<file path="config.mk">
export PLATFORM = sky130hd
export DESIGN_NAME = pipe_hazard_ctrl
export DESIGN_NICKNAME = d
export VERILOG_FILES = /design/src/rtl/pipe_hazard_ctrl.sv
export SDC_FILE = /design/constraint.sdc
export NUM_CORES = 1
export LEC_CHECK = 0
export ABC_CLOCK_PERIOD_IN_PS = 3050
export CORE_UTILIZATION = 48
export CTS_CLUSTER_SIZE = 20
export DETAILED_ROUTE_END_ITERATION = 8
export PLACE_DENSITY = 0.76
export SLEW_MARGIN = 10
export SYNTH_ARGS = -nofsm -noshare
export SYNTH_HDL_FRONTEND = slang
export SYNTH_SLANG_ARGS = --single-unit
</file>
<file path="constraint.sdc">
create_clock -name clk -period 3.05 [get_ports clk]
set_input_delay 0.915 -clock clk [delete_from_list [all_inputs] [get_ports clk]]
set_output_delay 0.915 -clock clk [all_outputs]
set_load 0.1 [all_outputs]
</file>
<file path="src/rtl/pipe_hazard_ctrl.sv">
// Stall/flush/freeze controller for every inter-stage latch, with a RAW-hazard scoreboard and saturating counters.
// Optional macro FWD_EN: a forwarding network exists, so only a load-use on the EX entry stalls.
module pipe_hazard_ctrl #(
    parameter int NSTAGE    = 4,
    parameter int REGW      = 4,
    parameter int CNTW      = 16,
    parameter int ZERO_SKIP = 1
) (
    input  logic                  clk,
    input  logic                  rst,
    input  logic                  id_valid,
    input  logic [REGW-1:0]       id_src_x,
    input  logic                  id_src_x_en,
    input  logic [REGW-1:0]       id_src_y,
    input  logic                  id_src_y_en,
    input  logic [REGW-1:0]       id_dst,
    input  logic                  id_dst_wr,
    input  logic                  id_is_load,
    input  logic                  ex_branch_taken,
    input  logic                  mem_busy,
    output logic [2*NSTAGE-1:0]   ctrl,
    output logic                  pc_hold,
    output logic [CNTW-1:0]       stall_cnt,
    output logic [CNTW-1:0]       flush_cnt
);

    // Only entries that can ever match are stored: the writeback entry is never compared
    // (register file writes through), and with forwarding only the EX entry matters.
`ifdef FWD_EN
    localparam int SBD = 1;
`else
    localparam int SBD = NSTAGE - 2;
`endif

    logic [SBD-1:0]           sb_vld_q, sb_vld_d;
    logic [SBD-1:0][REGW-1:0] sb_dst_q, sb_dst_d;
    logic [SBD-1:0]           sb_wr_q, sb_wr_d;
`ifdef FWD_EN
    logic                     sb_ld_q, sb_ld_d;
`endif
    logic [CNTW-1:0]          stall_cnt_q, stall_cnt_d;
    logic [CNTW-1:0]          flush_cnt_q, flush_cnt_d;
    logic                     hazard_s;
    logic                     stall_s;
    logic                     flush_s;

    function automatic logic src_hit(
        input logic [REGW-1:0] src,
        input logic            src_en,
        input logic            e_vld,
        input logic            e_wr,
        input logic [REGW-1:0] e_dst
    );
        logic zero_s;
        zero_s = (ZERO_SKIP != 0) && (src == {REGW{1'b0}});
        return e_vld & e_wr & src_en & (src == e_dst) & ~zero_s;
    endfunction

    // RAW hazard of the decode instruction against the in-flight scoreboard entries
    always_comb begin
        hazard_s = 1'b0;
        for (int k = 0; k < SBD; k++) begin
            hazard_s = hazard_s
                     | src_hit(id_src_x, id_src_x_en, sb_vld_q[k], sb_wr_q[k], sb_dst_q[k])
                     | src_hit(id_src_y, id_src_y_en, sb_vld_q[k], sb_wr_q[k], sb_dst_q[k]);
        end
`ifdef FWD_EN
        hazard_s = hazard_s & sb_ld_q;
`endif
        hazard_s = hazard_s & id_valid;
    end

    // Priority arbitration of per-latch control and PC hold
    always_comb begin
        flush_s = ~rst & ~mem_busy & ex_branch_taken;
        stall_s = ~rst & ~mem_busy & ~ex_branch_taken & hazard_s;
        ctrl    = {NSTAGE{2'b00}};
        pc_hold = 1'b0;
        if (rst) begin
            ctrl    = {NSTAGE{2'b10}};
            pc_hold = 1'b1;
        end else if (mem_busy) begin
            ctrl    = {NSTAGE{2'b01}};
            pc_hold = 1'b1;
        end else if (ex_branch_taken) begin
            ctrl[3:0] = 4'b1010;
            pc_hold   = 1'b0;
        end else if (hazard_s) begin
            ctrl[3:0] = 4'b1001;
            pc_hold   = 1'b1;
        end else begin
            ctrl    = {NSTAGE{2'b00}};
            pc_hold = 1'b0;
        end
    end

    // Scoreboard shift and saturating counter next-state; everything holds during a freeze
    always_comb begin
        sb_vld_d    = sb_vld_q;
        sb_dst_d    = sb_dst_q;
        sb_wr_d     = sb_wr_q;
`ifdef FWD_EN
        sb_ld_d     = sb_ld_q;
`endif
        stall_cnt_d = stall_cnt_q;
        flush_cnt_d = flush_cnt_q;
        if (!mem_busy) begin
            for (int k = 1; k < SBD; k++) begin
                sb_vld_d[k] = sb_vld_q[k-1];
                sb_dst_d[k] = sb_dst_q[k-1];
                sb_wr_d[k]  = sb_wr_q[k-1];
            end
            sb_vld_d[0] = id_valid & ~hazard_s & ~ex_branch_taken;
            sb_dst_d[0] = id_dst;
            sb_wr_d[0]  = id_dst_wr;
`ifdef FWD_EN
            sb_ld_d     = id_is_load;
`endif
        end else begin
            sb_vld_d = sb_vld_q;
        end
        if (stall_s && (stall_cnt_q != {CNTW{1'b1}})) begin
            stall_cnt_d = stall_cnt_q + {{(CNTW-1){1'b0}}, 1'b1};
        end else begin
            stall_cnt_d = stall_cnt_q;
        end
        if (flush_s && (flush_cnt_q != {CNTW{1'b1}})) begin
            flush_cnt_d = flush_cnt_q + {{(CNTW-1){1'b0}}, 1'b1};
        end else begin
            flush_cnt_d = flush_cnt_q;
        end
    end

    // State registers with synchronous reset
    always_ff @(posedge clk) begin
        if (rst) begin
            sb_vld_q    <= {SBD{1'b0}};
            sb_dst_q    <= {(SBD*REGW){1'b0}};
            sb_wr_q     <= {SBD{1'b0}};
`ifdef FWD_EN
            sb_ld_q     <= 1'b0;
`endif
            stall_cnt_q <= {CNTW{1'b0}};
            flush_cnt_q <= {CNTW{1'b0}};
        end else begin
            sb_vld_q    <= sb_vld_d;
            sb_dst_q    <= sb_dst_d;
            sb_wr_q     <= sb_wr_d;
`ifdef FWD_EN
            sb_ld_q     <= sb_ld_d;
`endif
            stall_cnt_q <= stall_cnt_d;
            flush_cnt_q <= flush_cnt_d;
        end
    end

    assign stall_cnt = stall_cnt_q;
    assign flush_cnt = flush_cnt_q;

endmodule

</file>
======== Word level (Yosys, flattened, before mapping) ========
Index checks and enable logic that the tools add are counted.
cells by class
  mux-type cells .......................... 8
  eq/ne operators ......................... 6
  add/subtract/negate cells ............... 2
  bitwise operators ....................... 30
  reduce and logical (&&, ||, !) cells .... 4
operators with widths
  operator                                                          number
  16-bit by 1-bit adder with 16-bit output (second input constant)  2
  16-bit inequality test (second input constant)                    2
  1-bit bitwise AND                                                 21
  4-bit equality test                                               4
  4-bit zero test                                                   2
  4-bit two-way mux                                                 2
  8-bit two-way mux                                                 1
  7-bit two-way mux                                                 1
  1-bit inverter                                                    6
  1-bit two-way mux                                                 4
  1-bit bitwise OR                                                  3
  1-bit logical AND                                                 2
word-level totals
  output and inout port bits .............. 41
  word-level logic and storage cells ...... 56
  register bits after elaboration ......... 44
  input port bits ......................... 21

======== Depth between registers and ports, before layout ========
Gate-level depths: netlist of the first run.
  word-level depth ........................ 12
  mapped depth ............................ 8
  gate-level depth less buffers ........... 7

======== Worst setup path before layout of the first run ========
No wires, ideal clock.
  kind .................................... input to output
  start point ............................. input port id_src_y[2]
  end point ............................... output port ctrl[0]
  stages on the path ...................... 6
  arrival time ............................ 3.325 ns
  path buffers ............................ 0
  data required time ...................... 2.135 ns
  setup slack ............................. -1.190 ns
  cells stage by stage .................... xor2_1 > nor3_2 > a32oi_1 > o22ai_1 > nand2b_1 > a21oi_1
between the ends
  cells in the longest elaborated chain, start to end .. 11
  elaborated cells on any way between the ends .. 16
  classes of those cells .................. eq/ne (2); mux (4); bitwise (9); reduce/logical (1)
ends and longest elaborated chain
  item                                                           RTL line  source
  start, declared                                                14        input logic [REGW-1:0] id_src_y,
  4-bit equality test / 4-bit zero test (equally long branches)  56, 55
  1-bit bitwise AND / 1-bit inverter (equally long branches)     56        return e_vld & e_wr & src_en & (src == e_dst) & ~zero_s;
  1-bit bitwise AND                                              56
  1-bit bitwise OR                                               65        | src_hit(id_src_y, id_src_y_en, sb_vld_q[k], sb_wr_q[k], sb_dst_q[k]);
  1-bit bitwise OR                                               64        | src_hit(id_src_x, id_src_x_en, sb_vld_q[k], sb_wr_q[k], sb_dst_q[k])
  1-bit bitwise OR (*)                                           65
  1-bit bitwise AND (*)                                          70        hazard_s = hazard_s & id_valid;
  4-bit two-way mux (*)                                          88        end else if (hazard_s) begin
  4-bit two-way mux (*)                                          85        end else if (ex_branch_taken) begin
  7-bit two-way mux (*)                                          82        end else if (mem_busy) begin
  8-bit two-way mux (*)                                          79        if (rst) begin
  end, declared                                                  21        output logic [2*NSTAGE-1:0] ctrl,
Mark *: on every way between the ends. The rest lies on a longest branch, timed or not.

======== Final worst setup path of the first run ========
  start point ............................. input port id_src_y[3]
  end point ............................... output port ctrl[3]
The elaborated chain is that of the path after synthesis.

==> flow_metrics.tcl, run 1 <==
set metrics [dict create \
    final_max_slew_viol_count 0 \
    place_area_um2 3050 \
    worstSetupPathType "primary input to output pin" \
    syn_avg_cell_area_um2 8.73 \
    ys.flop_type "dfxtp_1" \
    finalWirelength_um 5780 \
    synth_top_family_by_area "simple AND/OR/NAND/NOR gates" \
    cp_data_arrival_time_ps 2270 \
    grt_first_pass_wirelength_um 9600 \
    vias 2201 \
    grt_pass1_vias 2092 \
    synth_cells 265 \
    synth.top_cell.area_share_pct 38.1 \
    htreeDepth 2 \
    setup_viol 3 \
    syn_area_um2 2310 \
    final_common_cell "buf_4" \
    violations "design-rule violations, negative setup slack" \
    grt_overflow 0 \
    fmax_mhz 314 \
    hold_viol 0 \
    yosysWarnings 0 \
    wl_per_cell_um 14.9 \
    syn-num-nets 288 \
    synth_top_area_cell "dfxtp_1" \
    regToRegSetupSlack_ps 790 \
    synthDistinctLibCells 47 \
    async_flop_share_pct 0 \
    dp_slack_ps -517 \
    postCtsHoldBufs 0 \
    ios 62 \
    die_h_um 71.4 \
    gp_congestion 0.803 \
    cts_made_buffers 5 \
    synth_xor_xnor_area_share_pct 11.4 \
    cts.sink_count 44 \
    irDropWorstVdd_v 0.000273 \
    yosys-top-cells-area "dfxtp_1 (38%), xor2_1 (9.1%), nor2_1 (5.8%), mux2i_1 (5.6%), nand3_1 (3.5%)" \
    r2r-end "stall_cnt[13]$_SDFFE_PP0P_" \
    grt_max_degree 49 \
    tritoncts "built" \
    hpwlAfterDp_um 3910 \
    total_leakage_power_nw 1.34 \
    path_max_fanout 3 \
    num_antenna_cells 0 \
    placementRows 24 \
    start_util_pct 51.3 \
    layout_common_cells "buf_4 (46), dfxtp_1 (44), nor2_1 (35), xor2_1 (20), nand3_1 (16)" \
    stdcell_area_um2 3310 \
    synth_edf_count 0 \
    nets 358 \
    r2r_cells 7 \
    start_kind "primary input" \
    status "complete, but fails checks" \
    clk_latency_ps 290 \
    endpoint "ctrl[3]" \
    drt_pre_antenna_iters 6 \
    fin_crit_ps 3180 \
    cts_root_buf "clkbuf_8" \
    synth-compound-area-share_pct 13.4 \
    synth_seq_area_share_pct 38.1 \
    layout-drive-gt1-share_pct 30.4 \
    avgViaCountPerCell 5.67 \
    drc 4 \
    die-area_um2 5100 \
    max_slew_margin_pct 47.2 \
    ant_nets 0 \
    coreArea_um2 4500 \
    tightest_slew_ps 785 \
    globalRouteTotalUtil_pct 23.6 \
    setup_slack_ps -134 \
    crit_path_start "id_src_y[3]" \
    clock_path_buffers 2 \
    yosys_register_bits 44 \
    r2r-start "sb_dst_q[7]$_SDFFE_PP0N_" \
    antenna_found_initial 0 \
    area_growth_syn_to_layout_pct 43.2 \
    synth-simple-area-share_pct 25.2 \
    power_density_nw_per_um2 380 \
    worstPathRequired_ps 2130 \
    rsz0062_at_grt "yes" \
    synthAdderAreaFrac_pct 1.08 \
    hold_ws_ps 507 \
    port_buffers 60 \
    synthMuxAreaShare_pct 6.11 \
    die_w_um 71.4 \
    max_cap_viol_count 0 \
    min_period_over_period_pct 104 \
    path_clk_slew_ps 80 \
    drtIter0Drc 129 \
    end_kind "output pin" \
    hp-class "flip-flop to flip-flop" \
    finClkSkew_ps 8.57 \
]
-- synth_stat cells, types with 2 or more instances --
cell and instances:
and3_1 5, ha_1 2, a31o_2 2, nand2b_1 3, xor2_1 24, nor3_1 3
nand4_1 8, a21oi_1 15, or4_1 8, a32oi_1 2, o41ai_1 2, nor2_1 36
or3_1 3, mux2i_1 13, clkbuf_1 6, inv_1 8, nand3_1 16, and4_1 3
xnor2_1 6, nor3_2 2, nand2_1 14, o31ai_1 8, dfxtp_1 44, nor2b_1 2
o21ai_0 4, buf_4 5
-- through the flow --
step | total power [W] | instances | util [%] | TNS (ps)
finish | 0.00126 | 388 | 73.5 | -272
global route | 0.00130 | 388 | 73.5 | -473
CTS | 0.00126 | 386 | 71.9 | -251
detailed placement | 0.000809 | 377 | 67.7 | -1520
global placement | 0.000806 | 377 | 67.7 | -1290
floorplan | 0.000727 | 265 | - | -452
-- timing repair --
item	CTS	global route
resized for setup	54	11
buffers inserted	2	2
pin swaps	11	7
setup endpoints to repair	6	3
-- routing by layer --
metal	wire, µm	vias up	share of wire (%)	global-route usage [%]
li1	-	1086	-	-
met1	2630	1046	46	30.6
met2	2800	65	49	38.9
met3	298	4	5.2	5.91
met4	41	0	0.71	6.89
met5	0	-	0	0
-- power by group --
group,switching [W],leakage [nW],internal [W]
clock network,0.000202,0.0541,0.000242
registers,0.0000118,0.356,0.000583
logic,0.000128,0.932,0.0000902
-- cell families after synthesis --
group	count (synthesis)
buffers and inverters	22
AND/OR/NAND/NOR	110
flip-flops	44
AO/OA/AOI/OAI	43
multiplexers	14
adder cells (fa/ha/maj)	2
XOR/XNOR	30
-- worst max-delay path, cell delays in order --
cell and delay [ps]:
buf_8 100, xor2_2 150, nor3_2 230, a32oi_2 180
o22ai_4 230, buf_6 130, a31o_4 160, buf_12 170
-- flip-flops by register name (all words and copies together) (netlist names) --
name,cells
stall_cnt,16
sb_vld_q,2
sb_wr_q,2
flush_cnt,16
sb_dst_q,8
-- worst min-delay path by stage --
stage / from / to / slack (ps) / depth (start not counted)
after floorplan: sb_vld_q[0]$_SDFFE_PP0N_ / sb_vld_q[0]$_SDFFE_PP0N_ / 450 / 2
after global placement: sb_vld_q[1]$_SDFFE_PP0N_ / sb_vld_q[1]$_SDFFE_PP0N_ / 470 / 2
after detailed placement: stall_cnt[5]$_SDFFE_PP0P_ / stall_cnt[5]$_SDFFE_PP0P_ / 490 / 2
after CTS: stall_cnt[5]$_SDFFE_PP0P_ / stall_cnt[5]$_SDFFE_PP0P_ / 500 / 2
after global routing: stall_cnt[5]$_SDFFE_PP0P_ / stall_cnt[5]$_SDFFE_PP0P_ / 520 / 2
final: stall_cnt[5]$_SDFFE_PP0P_ / stall_cnt[5]$_SDFFE_PP0P_ / 510 / 2
-- final cells by class --
class,instances,area [µm²]
multi-input combinational,199,1470
sequential,44,881
timing repair buffer,77,753
fill,340,1190
clock inverter,3,42.5
inverter,8,33.8
clock buffer,5,68.8
tap,52,65.1
Power figures use the tool's default switching activity.
==> run 2, diff against run 1 <==
==> constraint.sdc (replaced) <==
create_clock -name clk -period 3.05 [get_ports clk]
set_input_delay 0.915 -clock clk [delete_from_list [all_inputs] [get_ports clk]]
set_output_delay 0.915 -clock clk [all_outputs]
set_load 0.01 [all_outputs]
==> flow_metrics.tcl, run 2 (synthesized netlist as in run 1, its figures left out) <==
set metrics [dict create \
    status "complete, but fails checks" \
    violations "design-rule violations, negative setup slack" \
    cts_made_buffers 5 \
    p_comb_share_pct 11.5 \
    nets 357 \
    irDropWorstVdd_v 0.000245 \
    avgViaCountPerCell 5.57 \
    swShare_pct 24.6 \
    clock_path_buffers 2 \
    htreeDepth 2 \
    grt_pass1_vias 2010 \
    grt_max_degree 26 \
    placementRows 24 \
    die_h_um 71.4 \
    max_slew_margin_pct 45.0 \
    worstSetupPathType "primary input to output pin" \
    gp_congestion 0.853 \
    setup_slack_ps -70.6 \
    power_density_nw_per_um2 349 \
    rsz0062_at_grt "yes" \
    ios 62 \
    coreArea_um2 4500 \
    grt_first_pass_wirelength_um 9170 \
    cp_data_arrival_time_ps 2210 \
    drc 4 \
    max_cap_viol_count 0 \
    n_fill_cell 356 \
    total_leakage_power_nw 1.20 \
    postCtsHoldBufs 0 \
    num_antenna_cells 0 \
    fmax_mhz 320 \
    final_max_slew_viol_count 0 \
    cts_root_buf "clkbuf_8" \
    start_kind "primary input" \
    path_max_fanout 3 \
    hp-class "flip-flop to flip-flop" \
    layout-drive-gt1-share_pct 17.3 \
    drtIter0Drc 142 \
    hold_viol 0 \
    worstPathRequired_ps 2130 \
    ant_nets 0 \
    die-area_um2 5100 \
    globalRouteTotalUtil_pct 22.8 \
    vias 2154 \
    clockPowerShare_pct 34.8 \
    grt_overflow 0 \
    tightest_slew_ps 817 \
    finClkSkew_ps 6.09 \
    internal_power_w 0.000833 \
    path_clk_slew_ps 80 \
    wl_per_cell_um 14.4 \
    fin_crit_ps 3120 \
    die_w_um 71.4 \
    layout_common_cells "dfxtp_1 (44), clkdlybuf4s50_1 (42), nor2_1 (35), xor2_1 (22), nand3_1 (16)" \
    drt_pre_antenna_iters 6 \
    final_common_cell "dfxtp_1" \
    pwr-share-seq_pct 53.7 \
    p_sw_w 0.000272 \
    layoutNonFillerInstCount 387 \
    start_util_pct 51.3 \
    finalWirelength_um 5570 \
    port_buffers 60 \
    fin_util_pct 70.4 \
    end_kind "output pin" \
    cts.sink_count 44 \
    fin_setup_tns_ps -145 \
    antenna_found_initial 0 \
    setup_viol 3 \
    clk_latency_ps 300 \
    min_period_over_period_pct 102 \
    area_growth_syn_to_layout_pct 37.1 \
    hpwlAfterDp_um 3930 \
    hold_ws_ps 487 \
    place_inst 377 \
    tritoncts "built" \
]
run 2: layout make-up:
type                            instances  area (µm²)  area share, %
Multi-Input combinational cell        199        1410           44.6
Sequential cell                        44         881           27.8
Timing Repair Buffer                   76         689           21.8
Clock buffer                            8        90.1           2.84
Tap cell                               52        65.1           2.05
Inverter                                8        30.0          0.947
run 2: timing repair:
| action | 4_1_cts | 5_1_grt |
|---|---|---|
| cloned | 0 | 0 |
| pin swaps | 8 | 4 |
| resized for setup | 69 | 10 |
| setup endpoints to repair | 9 | 4 |
| buffers inserted | 2 | 0 |
run 2: per-layer routing:
metal | track usage, % | part of all wire [%] | up-vias
li1 | - | - | 1083
met1 | 28.8 | 45 | 1013
met2 | 38.2 | 49 | 54
met3 | 5.77 | 5.2 | 4
met4 | 7.11 | 0.70 | 0
met5 | 0 | 0 | -
run 2: worst paths after layout:
kind	from	depth (start not counted)	slack, ps	endpoint
max	id_src_x[3]	6	-70	ctrl[3]
min	sb_vld_q[0]$_SDFFE_PP0N_	2	490	sb_vld_q[0]$_SDFFE_PP0N_
max reg2reg	stall_cnt[0]$_SDFFE_PP0P_	7	810	stall_cnt[1]$_SDFFE_PP0P_
min reg2reg	sb_vld_q[0]$_SDFFE_PP0N_	2	490	sb_vld_q[0]$_SDFFE_PP0N_
run 2: power groups by stage:
stage               clock network, W  registers, W   logic, W
finish                      0.000384      0.000593   0.000127
global route                0.000413      0.000595   0.000138
CTS                         0.000392      0.000593   0.000122
detailed placement                 0      0.000606   0.000123
global placement                   0      0.000606   0.000121
floorplan                          0      0.000605  0.0000608
run 2: worst max-delay path, cell delays in order:
cell and delay [ps]:
buf_2 140, o41ai_2 440, o22ai_2 170, buf_4 170, a31o_2 240, buf_2 130
run 2: per-stage QoR:
step	total power, W	setup slack (ps)	area [µm²]
after floorplan	0.000665	72.3	2310
after global placement	0.000727	-869	3000
after detailed placement	0.000729	-906	3000
after CTS	0.00111	-82.5	3120
after global routing	0.00115	-134	3170
final	0.00110	-70.6	3170
==> run 3, diff against run 2 <==
Settings changed: GPL_TIMING_DRIVEN set to 0, REMOVE_ABC_BUFFERS set to 1.
==> flow_metrics.tcl, run 3 (synthesized netlist as in run 1, its figures left out) <==
set metrics [dict create \
    status "complete, but fails checks" \
    violations "design-rule violations, negative setup slack" \
    power_density_nw_per_um2 353 \
    nets 346 \
    hpwlAfterDp_um 3550 \
    final_max_slew_viol_count 0 \
    coreArea_um2 4500 \
    clk_latency_ps 290 \
    finClkSkew_ps 3.15 \
    dp_slack_ps -1150 \
    worstPathRequired_ps 2130 \
    grt_max_degree 39 \
    globalRouteTotalUtil_pct 21.2 \
    tightest_slew_ps 726 \
    min_period_over_period_pct 101 \
    wl_per_cell_um 14.0 \
    stdcell_area_um2 3100 \
    path_max_fanout 3 \
    postCtsHoldBufs 0 \
    clock_path_buffers 2 \
    max_cap_viol_count 0 \
    worstSetupPathType "primary input to output pin" \
    drt_pre_antenna_iters 6 \
    end_kind "output pin" \
    total_leakage_power_nw 1.14 \
    port_buffers 60 \
    area_growth_syn_to_layout_pct 34.0 \
    grt_overflow 0 \
    grt_pass1_vias 1870 \
    swShare_pct 24.3 \
    setup_slack_ps -28.3 \
    antenna_found_initial 0 \
    hp-class "flip-flop to flip-flop" \
    fmax_mhz 325 \
    path_clk_slew_ps 80 \
    final_common_cell "clkdlybuf4s50_1" \
    grt_first_pass_wirelength_um 8590 \
    cts_made_buffers 5 \
    num_antenna_cells 0 \
    tritoncts "built" \
    start_kind "primary input" \
    htreeDepth 2 \
    p_sw_w 0.000265 \
    pwr-share-seq_pct 54.2 \
    drtIter0Drc 84 \
    layout_common_cells "clkdlybuf4s50_1 (46), dfxtp_1 (44), nor2_1 (35), xor2_1 (21), nand3_1 (16)" \
    gp_congestion 0.823 \
    max_slew_margin_pct 51.1 \
    p_comb_share_pct 11.2 \
    ant_nets 0 \
    cts.sink_count 44 \
    cp_data_arrival_time_ps 2160 \
    cts_root_buf "clkbuf_8" \
    die-area_um2 5100 \
    setup_viol 1 \
    seqCellArea_um2 881 \
    start_util_pct 51.3 \
    r2r-start "sb_dst_q[4]$_SDFFE_PP0N_" \
    drc 7 \
    power_w 0.00109 \
    crit_path_start "id_src_x[0]" \
    ios 62 \
    min_from "sb_vld_q[0]$_SDFFE_PP0N_" \
    irDropWorstVdd_v 0.000237 \
    regToRegSetupSlack_ps 870 \
    die_h_um 71.4 \
    n_fill_cell 391 \
    layoutNonFillerInstCount 376 \
    avgViaCountPerCell 5.65 \
    multi_input_area_um2 1410 \
    vias 2123 \
    internal_power_w 0.000828 \
    layout-drive-gt1-share_pct 14.5 \
    finalWirelength_um 5260 \
    fin_crit_ps 3080 \
    rsz0062_at_grt "yes" \
    place_inst 364 \
    place_area_um2 2910 \
    hold_viol 0 \
    placementRows 24 \
    die_w_um 71.4 \
    clockPowerShare_pct 34.6 \
]
[run 3: power by group through the flow]
stage	registers, W	clock network [W]	logic, W
final	0.000593	0.000379	0.000122
after global routing	0.000594	0.000418	0.000132
after CTS	0.000592	0.000385	0.000117
after detailed placement	0.000606	0	0.000113
after global placement	0.000606	0	0.000111
after floorplan	0.000605	0	0.0000442
[run 3: timing repair]
item / CTS / global route
setup endpoints to repair: 21 / 5
pin swaps: 8 / 4
resized for setup: 68 / 6
buffers inserted: 4 / 0
[run 3: path summary, 6_finish.rpt]
check | to | depth (start not counted)
hold reg to reg | sb_vld_q[0]$_SDFFE_PP0N_ | 2
hold / removal | sb_vld_q[0]$_SDFFE_PP0N_ | 2
setup / recovery | ctrl[3] | 8
setup reg to reg | stall_cnt[4]$_SDFFE_PP0P_ | 7
[run 3: area by class of cell]
cell class              instances  share of cell area, %
clock inverters                 1                  0.242
multi-input cells             199                   45.5
repair buffers                 65                   20.0
well taps                      52                   2.10
inverters                       8                  0.969
flip-flops and latches         44                   28.4
clock buffers                   7                   2.79
[run 3: worst max-delay path, stage by stage]
cell and delay (ps):
buf_2 120, xor2_1 200, nor3_2 80, a32oi_2 240, o22ai_2 100, buf_4 160
a31o_4 230, buf_6 110
[run 3: layer usage]
layer / GRT usage [%] / wire [µm]
met4: 6.00 / 25
met5: 0 / 0
met3: 5.06 / 304
met1: 29.0 / 2550
met2: 33.4 / 2380
[run 3: metrics by stage]
step	utilization [%]	hold WS, ps	setup TNS, ps
after floorplan	-	446	0
after global placement	64.3	470	-35020
after detailed placement	64.7	487	-13640
after CTS	68.1	497	-5.53
after global routing	68.8	541	-97.7
final	68.8	501	-28.3
